File: src/rtl/approx_dot_acc.sv
// Sequential dot-product wrapper around an external combinational 8x8 multiplier.
// Operand pairs are registered onto the multiplier and each product is accumulated the following cycle.
module approx_dot_acc #(
    parameter int VEC_LEN = 8,
    parameter int ACC_W   = 24
) (
    input  logic             clk,
    input  logic             rst_n,
    input  logic             clr,
    input  logic             in_valid,
    output logic             in_ready,
    input  logic [7:0]       in_a,
    input  logic [7:0]       in_b,
    output logic [7:0]       mul_a,
    output logic [7:0]       mul_b,
    input  logic [15:0]      mul_p,
    output logic             out_valid,
    input  logic             out_ready,
    output logic [ACC_W-1:0] out_sum
);

    localparam int CNT_W = $clog2(VEC_LEN + 1);

    if (VEC_LEN < 1) begin : g_bad_len
        $error("approx_dot_acc: VEC_LEN must be >= 1");
    end
    if (ACC_W < 16 + $clog2(VEC_LEN)) begin : g_bad_width
        $error("approx_dot_acc: ACC_W too narrow for VEC_LEN products");
    end

    typedef enum logic [1:0] {ACC, DRAIN, DONE} state_t;

    state_t           state;
    logic [7:0]       op_a;
    logic [7:0]       op_b;
    logic             pv;
    logic [CNT_W-1:0] cnt;
    logic [ACC_W-1:0] acc;
    logic             accept;

    assign in_ready  = rst_n & (state == ACC);
    assign accept    = in_valid & in_ready;
    assign out_valid = (state == DONE);
    assign out_sum   = acc;
    assign mul_a     = op_a;
    assign mul_b     = op_b;

    // The product of the pair accepted last edge is added while the next pair is
    // captured, so a full-rate stream never stalls.
    always_ff @(posedge clk) begin
        if (!rst_n || clr) begin
            state <= ACC;
            cnt   <= '0;
            acc   <= '0;
            pv    <= 1'b0;
            op_a  <= '0;
            op_b  <= '0;
        end else begin
            if (pv) begin
                acc <= acc + ACC_W'(mul_p);
            end
            unique case (state)
                ACC: begin
                    if (accept) begin
                        op_a <= in_a;
                        op_b <= in_b;
                        pv   <= 1'b1;
                        cnt  <= cnt + CNT_W'(1);
                        if (cnt == CNT_W'(VEC_LEN - 1)) begin
                            state <= DRAIN;
                        end
                    end else begin
                        pv <= 1'b0;
                    end
                end
                DRAIN: begin
                    pv    <= 1'b0;
                    state <= DONE;
                end
                DONE: begin
                    if (out_ready) begin
                        acc   <= '0;
                        cnt   <= '0;
                        state <= ACC;
                    end
                end
                default: state <= ACC;
            endcase
        end
    end

endmodule

File: config.mk
export PLATFORM = sky130hd
export DESIGN_NAME = approx_dot_acc
export DESIGN_NICKNAME = d
export VERILOG_FILES = /design/src/rtl/approx_dot_acc.sv
export SDC_FILE = /design/constraint.sdc
export NUM_CORES = 1
export LEC_CHECK = 0
export CAP_MARGIN = 20
export CORE_MARGIN = 5
export CORE_UTILIZATION = 50
export DETAILED_ROUTE_END_ITERATION = 10
export PLACE_DENSITY = 0.85
export SLEW_MARGIN = 10
export SYNTH_ARGS = -nofsm -noshare
export SYNTH_HDL_FRONTEND = slang
export SYNTH_SLANG_ARGS = --single-unit
File: constraint.sdc
create_clock -name clk -period 5.3 [get_ports clk]
set_input_delay 1.06 -clock clk [delete_from_list [all_inputs] [get_ports clk]]
set_output_delay 1.06 -clock clk [all_outputs]
set_load 0.005 [all_outputs]
==> impl_summary.txt, run 1 <==
----------------------------------------------------
[STA]
  Period utilization ... 0.6580
  Slew at the pin with the worst max-slew slack ... 1.040 ns
  Setup repair after global routing missed its margin ... false
  Fin crit period ... 3.488 ns
  Slew HR ... 0.3058
  Final worst setup slack ... 1.812 ns
  Final worst clock skew ... 0.005379 ns
  Max Fclk ... 0.2867 GHz
  Final count of pins violating max slew ... 0
  Post-route setup TNS ... 0 ns
  Final hold violation count ... 0
  Number of setup violations in the final report ... 0

[Clock network]
  Number of buffers between clock root and the deepest sink ... 2
  Number of CTS-inserted buffers ... 5
  Buffer cell driving the clock tree root ... clkbuf_8
  Number of buffers added for setup after CTS ... 0
  Clock latency on the worst-skew pair ... 0.30 ns
  Clock sink count ... 47
  Clock transition at the registers of the reported paths ... 0.09 ns
  CTS tree ... yes
  Post-cts resize count ... 0
  H-tree level count ... 2
  CTS Hold Bufs ... 0

[Logic synthesis]
  Synthesized area per cell ... 8.541 um2
  Area leader, netlist ... dfxtp_1
  Cell count after synthesis ... 294
  Register bit count reported by yosys ... 47
  Post-synthesis mux area share ... 0.03189
  Simple-gate area share of the yosys netlist ... 0.2177
  Number of synthesized flops with an enable pin ... 0
  Combinational family with the most area after synthesis ... simple AND/OR/NAND/NOR gates
  Post-synth cell types ... 48
  Post-synthesis compound-gate area fraction ... 0.2043
  XOR/XNOR Fraction of Synth Area ... 0.04883
  Top cells by area, synth ... dfxtp_1 37%, ha_1 8.5%, a21oi_1 7.2%, nand2_1 6.9%, mux2i_1 3.2%
  Area share of fa/ha/maj cells after synthesis ... 0.09268
  Synth Net Count ... 349
  Async set-or-reset flop fraction in the synthesized netlist ... 0
  Syn Std Cell Area ... 0.002511 mm2
  Yosys top cell area share ... 0.3747
  Number of warning messages in the yosys log ... 0
  Most instantiated flip-flop cell in the synthesis netlist ... dfxtp_1
  Share of the yosys chip area belonging to registers ... 0.3747

[Setup path]
  Capture instance of the worst register-to-register path ... out_sum[22]
  Maximum fanout along the worst path ... 6
  Arrival time of data at the critical path endpoint ... 3.65 ns
  Worst reg-to-reg setup slack ... 2.66 ns
  Critical path class ... input pin to register
  Data required time of the worst path ... 5.46 ns
  Startpoint of the lowest-slack register-to-register path ... out_sum[0]
  Crit path capture type ... register
  Path depth of the worst reg2reg path ... 9
  Crit start category ... input pin

[Route]
  Via count normalized by instance count ... 5.425
  Pre-antenna DRT Iters ... 4
  Number of violations reported at the end of detailed-routing iteration 0 ... 114
  Wire per inst ... 13.65 um
  Total via count in the routed design ... 2,360
  DRC errors left ... 0
  Antenna-violating nets left ... 0
  Overall routed net length ... 5939 um

[Die]
  Number of core rows ... 25
  Initial standard-cell utilization of the core ... 0.5247
  Die footprint ... 0.006540 mm2
  Die height ... 80.87 um
  I/O pin count ... 79
  Core Box Area ... 0.004786 mm2
  Width of the die ... 80.87 um

[Pwr]
  Post-layout power ... 686.0 uW
  Power Dens Cells ... 199.7 mW/mm2
  LEAKAGE ... 1.287 nW
  IR drop worst, VDD ... 0.1349 mV

[Layout]
  Ant diodes ... 0
  Count of fill cells added during filler insertion ... 399
  Final net count ... 422
  Proportion of layout cells with a drive suffix above 1 ... 0.05163
  Synthesis-to-layout area growth ... 36.77%
  Final cell count without fillers ... 435

[Min path]
  Hold Path Stages ... 2
  Destination of the worst hold path ... mul_a[4]
  Classification of the worst-slack hold path ... register to register
  Hold path startpoint ... mul_a[4]

[Placement]
  Post-place setup slack ... 1.487 ns
  Final estimated routing congestion in global placement ... 0.8049
  Placed Cells incl. Taps ... 427
  Dpl hpwl ... 4493 um
  Number of port buffers ... 78

[GRT]
  Vias in the first global route ... 2,390
  Number of antenna violations at the first check in global routing ... 0
  Sum of overflow across all layers after global routing ... 0
  Pin count of the biggest net entering global routing ... 29
  Tot GR Track Use ... 0.1945
  First-pass GRT wire length ... 10,340 um

[Status]
  Result of the run ... finished, final reports clean

[Run]
  Number of maximum-capacitance constraint violations ... 0

----------------------------------------------------
layout make-up:
class | instances | area [um2] | area share
multi-input combinational | 227 | 1495 | 0.4353
inverter | 8 | 30.03 | 0.008743
sequential | 47 | 940.9 | 0.2740
clock buffer | 7 | 96.34 | 0.02805
timing repair buffer | 78 | 780.7 | 0.2273
clock inverter | 1 | 7.507 | 0.002186
tap | 67 | 83.83 | 0.02441
kinds of logic after synthesis:
group                    count (synthesis)
AO/OA/AOI/OAI                           76
flip-flops                              47
multiplexers                             8
adder cells (fa/ha/maj)                 18
buffers and inverters                   20
XOR/XNOR                                14
AND/OR/NAND/NOR                        111
sequential cells by signal, summed over array words and instances (netlist names):
name and cells:
cnt 4, mul_a 8, mul_b 8, out_sum 24
pv 1, state 2
worst max-delay path by stage:
stage                         from          end  slack (ns)  cells past startpoint
after detailed placement  mul_p[0]  out_sum[22]        1.49                     10
after global routing      mul_p[0]  out_sum[22]        1.62                     10
after floorplan           mul_p[0]  out_sum[22]        2.15                      9
final                     mul_p[0]  out_sum[22]        1.81                     10
after CTS                 mul_p[0]  out_sum[22]        1.81                     10
after global placement    mul_p[0]  out_sum[22]        1.53                     10
placed cells by master, fill, tap and decap left out, types with 7 or more instances in the layout:
| cell type | synthesis | final |
|---|---|---|
| a21oi_1 | 36 | 36 |
| clkbuf_8 | 0 | 7 |
| clkdlybuf4s50_1 | 0 | 78 |
| dfxtp_1 | 47 | 47 |
| ha_1 | 17 | 17 |
| inv_1 | 8 | 8 |
| mux2i_1 | 8 | 8 |
| nand2_1 | 46 | 46 |
| nor2_1 | 21 | 21 |
| o21ai_0 | 10 | 10 |
| xor2_1 | 8 | 8 |
cell usage after synthesis (all sizes together), types with 3 or more instances:
master and instances:
mux2i 8, a21oi 37, clkbuf 10, inv 8
o211ai 4, ha 17, a21o 6, xor2 8
nand3 7, or3 6, nand2 46, o21ai 10
or4b 3, a31oi 3, dfxtp 47, and2 3
nand4 5, nand2b 6, nor2 21, xnor2 6
nand3b 6
where the power goes:
| part | internal [mW] | switching (mW) |
|---|---|---|
| combinational | 0.0466 | 0.0385 |
| sequential | 0.357 | 0.00419 |
| clock | 0.119 | 0.121 |
| total | 0.522 | 0.164 |
critical path, stage by stage:
cell,delay [ns]
clkdlybuf4s50_1,0.40
ha_1,0.23
fa_1,0.40
a21o_1,0.20
a221oi_2,0.38
o211ai_1,0.17
a32oi_1,0.44
nand2b_1,0.18
xor2_1,0.14
nor2_1,0.05
stage by stage:
step	cell area, um2	utilization	hold slack [ns]
final	3435	0.7176	0.4557
after global routing	3435	0.7176	0.4831
after CTS	3435	0.7176	0.4582
after detailed placement	3331	0.6959	0.4458
after global placement	3331	0.6959	0.4413
after floorplan	2511	-	0.4164
per-layer routing:
| metal | GRT usage | wire length, um |
|---|---|---|
| met4 | 0.05236 | 64 |
| met1 | 0.2284 | 2532 |
| met2 | 0.3358 | 2791 |
| met3 | 0.06763 | 551 |
| met5 | 0 | 0 |
No activity file was read; power rests on OpenSTA's default activity.
==> run 2, diff against run 1 <==
- CORE_UTILIZATION: 50 -> 47
- PLACE_DENSITY: 0.85 -> 0.81
- clock period: 5.3 -> 3.58 ns (I/O delays scaled with it)
==> run 2 against run 1 <==
Effect of this change: combinational power is 55% higher; largest power group unchanged; wire length is 2.8% higher; die area is 5.6% higher; clock-buffer cell count is 1 lower; clock skew is 0.0021 ns higher; worst hold slack hardly changed; non-clock buffer count is 5 higher; clock power is 33% higher; critical endpoint is now out_sum[12]; final cell count is 1.8% higher; final area is 0.66% higher; sequential power is 47% higher.
==> impl_summary.txt, run 2 (synthesis results as in run 1) <==
----------------------------------------------------
[Die]
  Initial standard-cell utilization of the core ... 0.4886
  Die height ... 83.10 um
  I/O pin count ... 79
  Width of the die ... 83.10 um
  Core Box Area ... 0.005140 mm2
  Die footprint ... 0.006905 mm2
  Number of core rows ... 26

[Run]
  Number of maximum-capacitance constraint violations ... 0

[Setup path]
  Capture instance of the worst register-to-register path ... out_sum[12]
  Critical path class ... input pin to register
  Path depth of the worst reg2reg path ... 9
  Startpoint of the lowest-slack register-to-register path ... out_sum[0]
  Crit path capture type ... register
  Maximum fanout along the worst path ... 4
  Data required time of the worst path ... 3.78 ns
  Arrival time of data at the critical path endpoint ... 3.21 ns
  Crit start category ... input pin
  Worst reg-to-reg setup slack ... 1.09 ns

[Pwr]
  Net Sw Frac ... 0.2509
  LEAKAGE ... 1.301 nW
  Share of power burned in the clock network ... 0.325
  Combinational fraction of design power ... 0.134
  Part of the total power dissipated in sequential elements ... 0.541
  Power Dens Cells ... 284.5 mW/mm2
  Pint ... 736.8 uW
  Net load switching power ... 246.7 uW
  IR drop worst, VDD ... 0.2600 mV

[Layout]
  Ant diodes ... 0
  Commonest cells after routing, fill and taps aside ... 78 x clkdlybuf4s50_1, 47 x dfxtp_1, 46 x nand2_1
  Final cell count without fillers ... 443
  Proportion of layout cells with a drive suffix above 1 ... 0.06166
  Register Area ... 940.9 um2
  Largest register FFs ... 24
  Area of the multi-input gates ... 0.001495 mm2
  Most frequent standard cell in the layout excluding fill and tap cells ... clkdlybuf4s50_1
  Final net count ... 427
  Synthesis-to-layout area growth ... 37.67%
  Count of fill cells added during filler insertion ... 476

[Placement]
  Number of port buffers ... 78
  Placed Cells incl. Taps ... 435
  Dpl hpwl ... 4746 um
  Final estimated routing congestion in global placement ... 0.9172

[Clock network]
  Clock transition at the registers of the reported paths ... 0.09 ns
  Buffer cell driving the clock tree root ... clkbuf_8
  Number of CTS-inserted buffers ... 5
  Clock sink count ... 47
  CTS tree ... yes
  Post-cts resize count ... 0
  Clock latency on the worst-skew pair ... 0.30 ns
  H-tree level count ... 2
  Number of buffers between clock root and the deepest sink ... 2
  Number of buffers added for setup after CTS ... 0
  CTS Hold Bufs ... 0

[STA]
  Setup repair after global routing missed its margin ... false
  Period utilization ... 0.8424
  Number of setup violations in the final report ... 0
  Final count of pins violating max slew ... 0
  Final hold violation count ... 0
  Slew at the pin with the worst max-slew slack ... 0.8536 ns
  Max Fclk ... 0.3316 GHz
  Post-route setup TNS ... 0 ns
  Fin crit period ... 3.016 ns
  Slew HR ... 0.4309
  Final worst clock skew ... 0.007522 ns

[Route]
  DRC errors left ... 0
  Overall routed net length ... 6106 um
  Total via count in the routed design ... 2,367
  Via count normalized by instance count ... 5.343
  Antenna-violating nets left ... 0
  Number of violations reported at the end of detailed-routing iteration 0 ... 104
  Pre-antenna DRT Iters ... 4
  Wire per inst ... 13.78 um

[Min path]
  Classification of the worst-slack hold path ... register to register
  Hold path startpoint ... mul_a[1]
  Hold Path Stages ... 2
  Destination of the worst hold path ... mul_a[1]

[GRT]
  First-pass GRT wire length ... 10,350 um
  Vias in the first global route ... 2,291
  Sum of overflow across all layers after global routing ... 0
  Tot GR Track Use ... 0.1773
  Number of antenna violations at the first check in global routing ... 0
  Pin count of the biggest net entering global routing ... 28

[Status]
  Result of the run ... finished, final reports clean

----------------------------------------------------
==> run 2: how the worst max path moves through the flow <==
stage | startpoint | endpoint | slack [ns] | cells after the start
global placement | mul_p[0] | out_sum[12] | 0.35 | 10
global route | mul_p[0] | out_sum[12] | 0.46 | 10
CTS | mul_p[0] | out_sum[12] | 0.57 | 10
finish | mul_p[0] | out_sum[12] | 0.56 | 10
detailed placement | mul_p[0] | out_sum[12] | 0.24 | 10
floorplan | mul_p[0] | out_sum[22] | 0.78 | 9
==> run 2: final cells by class <==
class,instances,share of cell area
clock buffer,6,0.02099
clock inverter,2,0.003619
inverter,8,0.008686
multi-input combinational,227,0.4325
sequential,47,0.2722
tap,70,0.02533
timing repair buffer,83,0.2367
==> run 2: power groups by stage <==
stage	clock (mW)	sequential (mW)	combinational, mW
detailed placement	0	0.545	0.132
finish	0.320	0.532	0.132
CTS	0.328	0.532	0.132
floorplan	0	0.545	0.0618
global route	0.350	0.533	0.145
global placement	0	0.544	0.129
==> run 2: stage by stage <==
| stage | total power, mW | util | instance area (um2) | worst slack, ns | hold slack (ns) |
|---|---|---|---|---|---|
| after floorplan | 0.6066 | - | 2511 | 0.7774 | 0.4164 |
| after global placement | 0.6737 | 0.6560 | 3372 | 0.3463 | 0.4404 |
| after detailed placement | 0.6764 | 0.6560 | 3372 | 0.2438 | 0.4492 |
| after CTS | 0.9922 | 0.6726 | 3457 | 0.5675 | 0.4585 |
| after global routing | 1.029 | 0.6726 | 3457 | 0.4621 | 0.4837 |
| final | 0.9835 | 0.6726 | 3457 | 0.5643 | 0.4557 |
==> run 2: worst max-delay path, stage by stage <==
cell and delay, ns:
clkdlybuf4s50_1 0.42, ha_1 0.25, fa_1 0.41, a21o_1 0.20, a221oi_2 0.37, o211ai_1 0.22
a21o_1 0.22, a21oi_1 0.18, xor2_1 0.15, o21ai_0 0.08
==> run 2: layer usage <==
layer | routed length, um | vias up | global-route usage
met1 | 2590 | 1096 | 0.1973
met3 | 565 | 5 | 0.07822
met2 | 2888 | 65 | 0.3105
li1 | - | 1201 | -
met4 | 61 | 0 | 0.04012
met5 | 0 | - | 0
==> run 3, diff against run 2 <==
- clock period: 3.58 -> 3.05 ns (I/O delays scaled with it)
==> run 3 against run 2 <==
Effect of this change: combinational power up 24%; die area unchanged; clock skew up 0.0014 ns; wire length up 2.9%; clock power up 38%; final area up 3.8%.
==> impl_summary.txt, run 3 (synthesis results as in run 1) <==
----------------------------------------------------
[Status]
  Result of the run ... finished, final reports clean

[Clock network]
  Number of CTS-inserted buffers ... 5
  CTS Hold Bufs ... 0
  Clock transition at the registers of the reported paths ... 0.09 ns
  Buffer cell driving the clock tree root ... clkbuf_8
  Number of buffers added for setup after CTS ... 0
  Clock sink count ... 47
  Clock latency on the worst-skew pair ... 0.30 ns
  CTS tree ... yes
  Post-cts resize count ... 0
  Number of buffers between clock root and the deepest sink ... 2
  H-tree level count ... 2

[Setup path]
  Crit start category ... input pin
  Worst reg-to-reg setup slack ... 0.66 ns
  Critical path class ... input pin to register
  Data required time of the worst path ... 3.28 ns
  Arrival time of data at the critical path endpoint ... 3.01 ns
  Maximum fanout along the worst path ... 6
  Cell with the biggest individual delay on the critical path ... a2111oi_0
  Startpoint of the lowest-slack register-to-register path ... out_sum[0]
  Beginning of the critical path ... mul_p[13]
  Critical path capture point ... out_sum[20]
  Path depth of the worst reg2reg path ... 9
  Capture instance of the worst register-to-register path ... out_sum[12]
  Maximum cell stage delay along the critical path ... 0.49 ns
  Cell-by-cell trace of the critical path ... clkdlybuf4s50_1 -> ha_1 -> and4_1 -> a2111oi_0 -> o211ai_1 -> a32oi_1 -> buf_4 -> o21ai_0 -> a21oi_1
  Crit path capture type ... register

[Layout]
  Final cell count without fillers ... 457
  Finished layout cell area ... 0.003587 mm2
  Final net count ... 442
  Commonest cells after routing, fill and taps aside ... 78 x clkdlybuf4s50_1, 47 x dfxtp_1, 46 x nand2_1
  Synthesis-to-layout area growth ... 42.85%
  Area of the multi-input gates ... 0.001495 mm2
  Count of fill cells added during filler insertion ... 432
  Fraction of the core area covered by cells at the end of the flow ... 0.6979
  Largest register FFs ... 24
  Register Area ... 940.9 um2
  Proportion of layout cells with a drive suffix above 1 ... 0.09561
  Most frequent standard cell in the layout excluding fill and tap cells ... clkdlybuf4s50_1
  Ant diodes ... 0

[Die]
  Width of the die ... 83.10 um
  Initial standard-cell utilization of the core ... 0.4886
  Number of core rows ... 26
  Die height ... 83.10 um
  Core Box Area ... 0.005140 mm2
  Die footprint ... 0.006905 mm2
  I/O pin count ... 79

[STA]
  Max Fclk ... 0.3598 GHz
  Final worst clock skew ... 0.008911 ns
  Fin crit period ... 2.779 ns
  Number of setup violations in the final report ... 0
  Period utilization ... 0.9112
  Setup repair after global routing missed its margin ... false
  Final count of pins violating max slew ... 0
  Slew at the pin with the worst max-slew slack ... 0.4978 ns
  Post-route setup TNS ... 0 ns
  Slew HR ... 0.6595
  Final worst setup slack ... 0.2708 ns
  Worst hold slack ... 0.4483 ns
  Final hold violation count ... 0

[Run]
  Number of maximum-capacitance constraint violations ... 0

[Min path]
  Hold Path Stages ... 1
  Classification of the worst-slack hold path ... register to register
  Hold path startpoint ... cnt[3]

[GRT]
  First-pass GRT wire length ... 10,740 um
  Vias in the first global route ... 2,430
  Number of antenna violations at the first check in global routing ... 0
  Tot GR Track Use ... 0.1817
  Pin count of the biggest net entering global routing ... 22
  Sum of overflow across all layers after global routing ... 0

[Route]
  Number of violations reported at the end of detailed-routing iteration 0 ... 112
  Pre-antenna DRT Iters ... 4
  DRC errors left ... 0
  Total via count in the routed design ... 2,424
  Overall routed net length ... 6286 um
  Antenna-violating nets left ... 0
  Via count normalized by instance count ... 5.304
  Wire per inst ... 13.75 um

[Pwr]
  IR drop worst, VDD ... 0.2264 mV
  Post-layout power ... 1.232 mW
  Power Dens Cells ... 343.6 mW/mm2
  LEAKAGE ... 1.384 nW

[Placement]
  Placed Cells incl. Taps ... 450
  Dpl hpwl ... 4953 um
  Final estimated routing congestion in global placement ... 0.8952
  Number of port buffers ... 78
  Post-place setup slack ... -0.04151 ns
  Area after detailed placement ... 0.003485 mm2

----------------------------------------------------
-- run 3: cell count changes in the layout (fill, tap and decap cells not counted), sizes merged --
cell,delta
bufinv,+1
buf,+15
clkinv,-1
clkinvlp,-1
-- run 3: where the power goes --
part / switching [mW] / internal (mW)
Combinational: 0.0712 / 0.0928
Clock: 0.202 / 0.240
Sequential: 0.00590 / 0.620
-- run 3: worst min path at each step --
stage | to | slack (ns)
after global placement | state[0] | 0.44
after global routing | mul_a[6] | 0.48
final | state[0] | 0.45
after CTS | state[0] | 0.45
after detailed placement | state[0] | 0.44
after floorplan | state[0] | 0.42
-- run 3: area by class of cell --
class,count,area share
clock buffer,6,0.02023
sequential,47,0.2623
clock inverter,1,0.008371
timing repair buffer,98,0.2595
inverter,8,0.008371
multi-input combinational,227,0.4168
tap,70,0.02442
-- run 3: per-layer routing --
| metal | wire (um) | vias to the layer above | global-route usage |
|---|---|---|---|
| li1 | - | 1229 | - |
| met1 | 2761 | 1108 | 0.2129 |
| met2 | 2927 | 78 | 0.3105 |
| met3 | 509 | 9 | 0.06535 |
| met4 | 87 | 0 | 0.05349 |
| met5 | 0 | - | 0 |
-- run 3: worst max-delay path, delay by kind of cell --
kind	cells	cell delay (ns)
adder cells (fa/ha/maj)	1	0.37
AND/OR/NAND/NOR	1	0.24
AO/OA/AOI/OAI	5	1.17
buffers and inverters	2	0.60
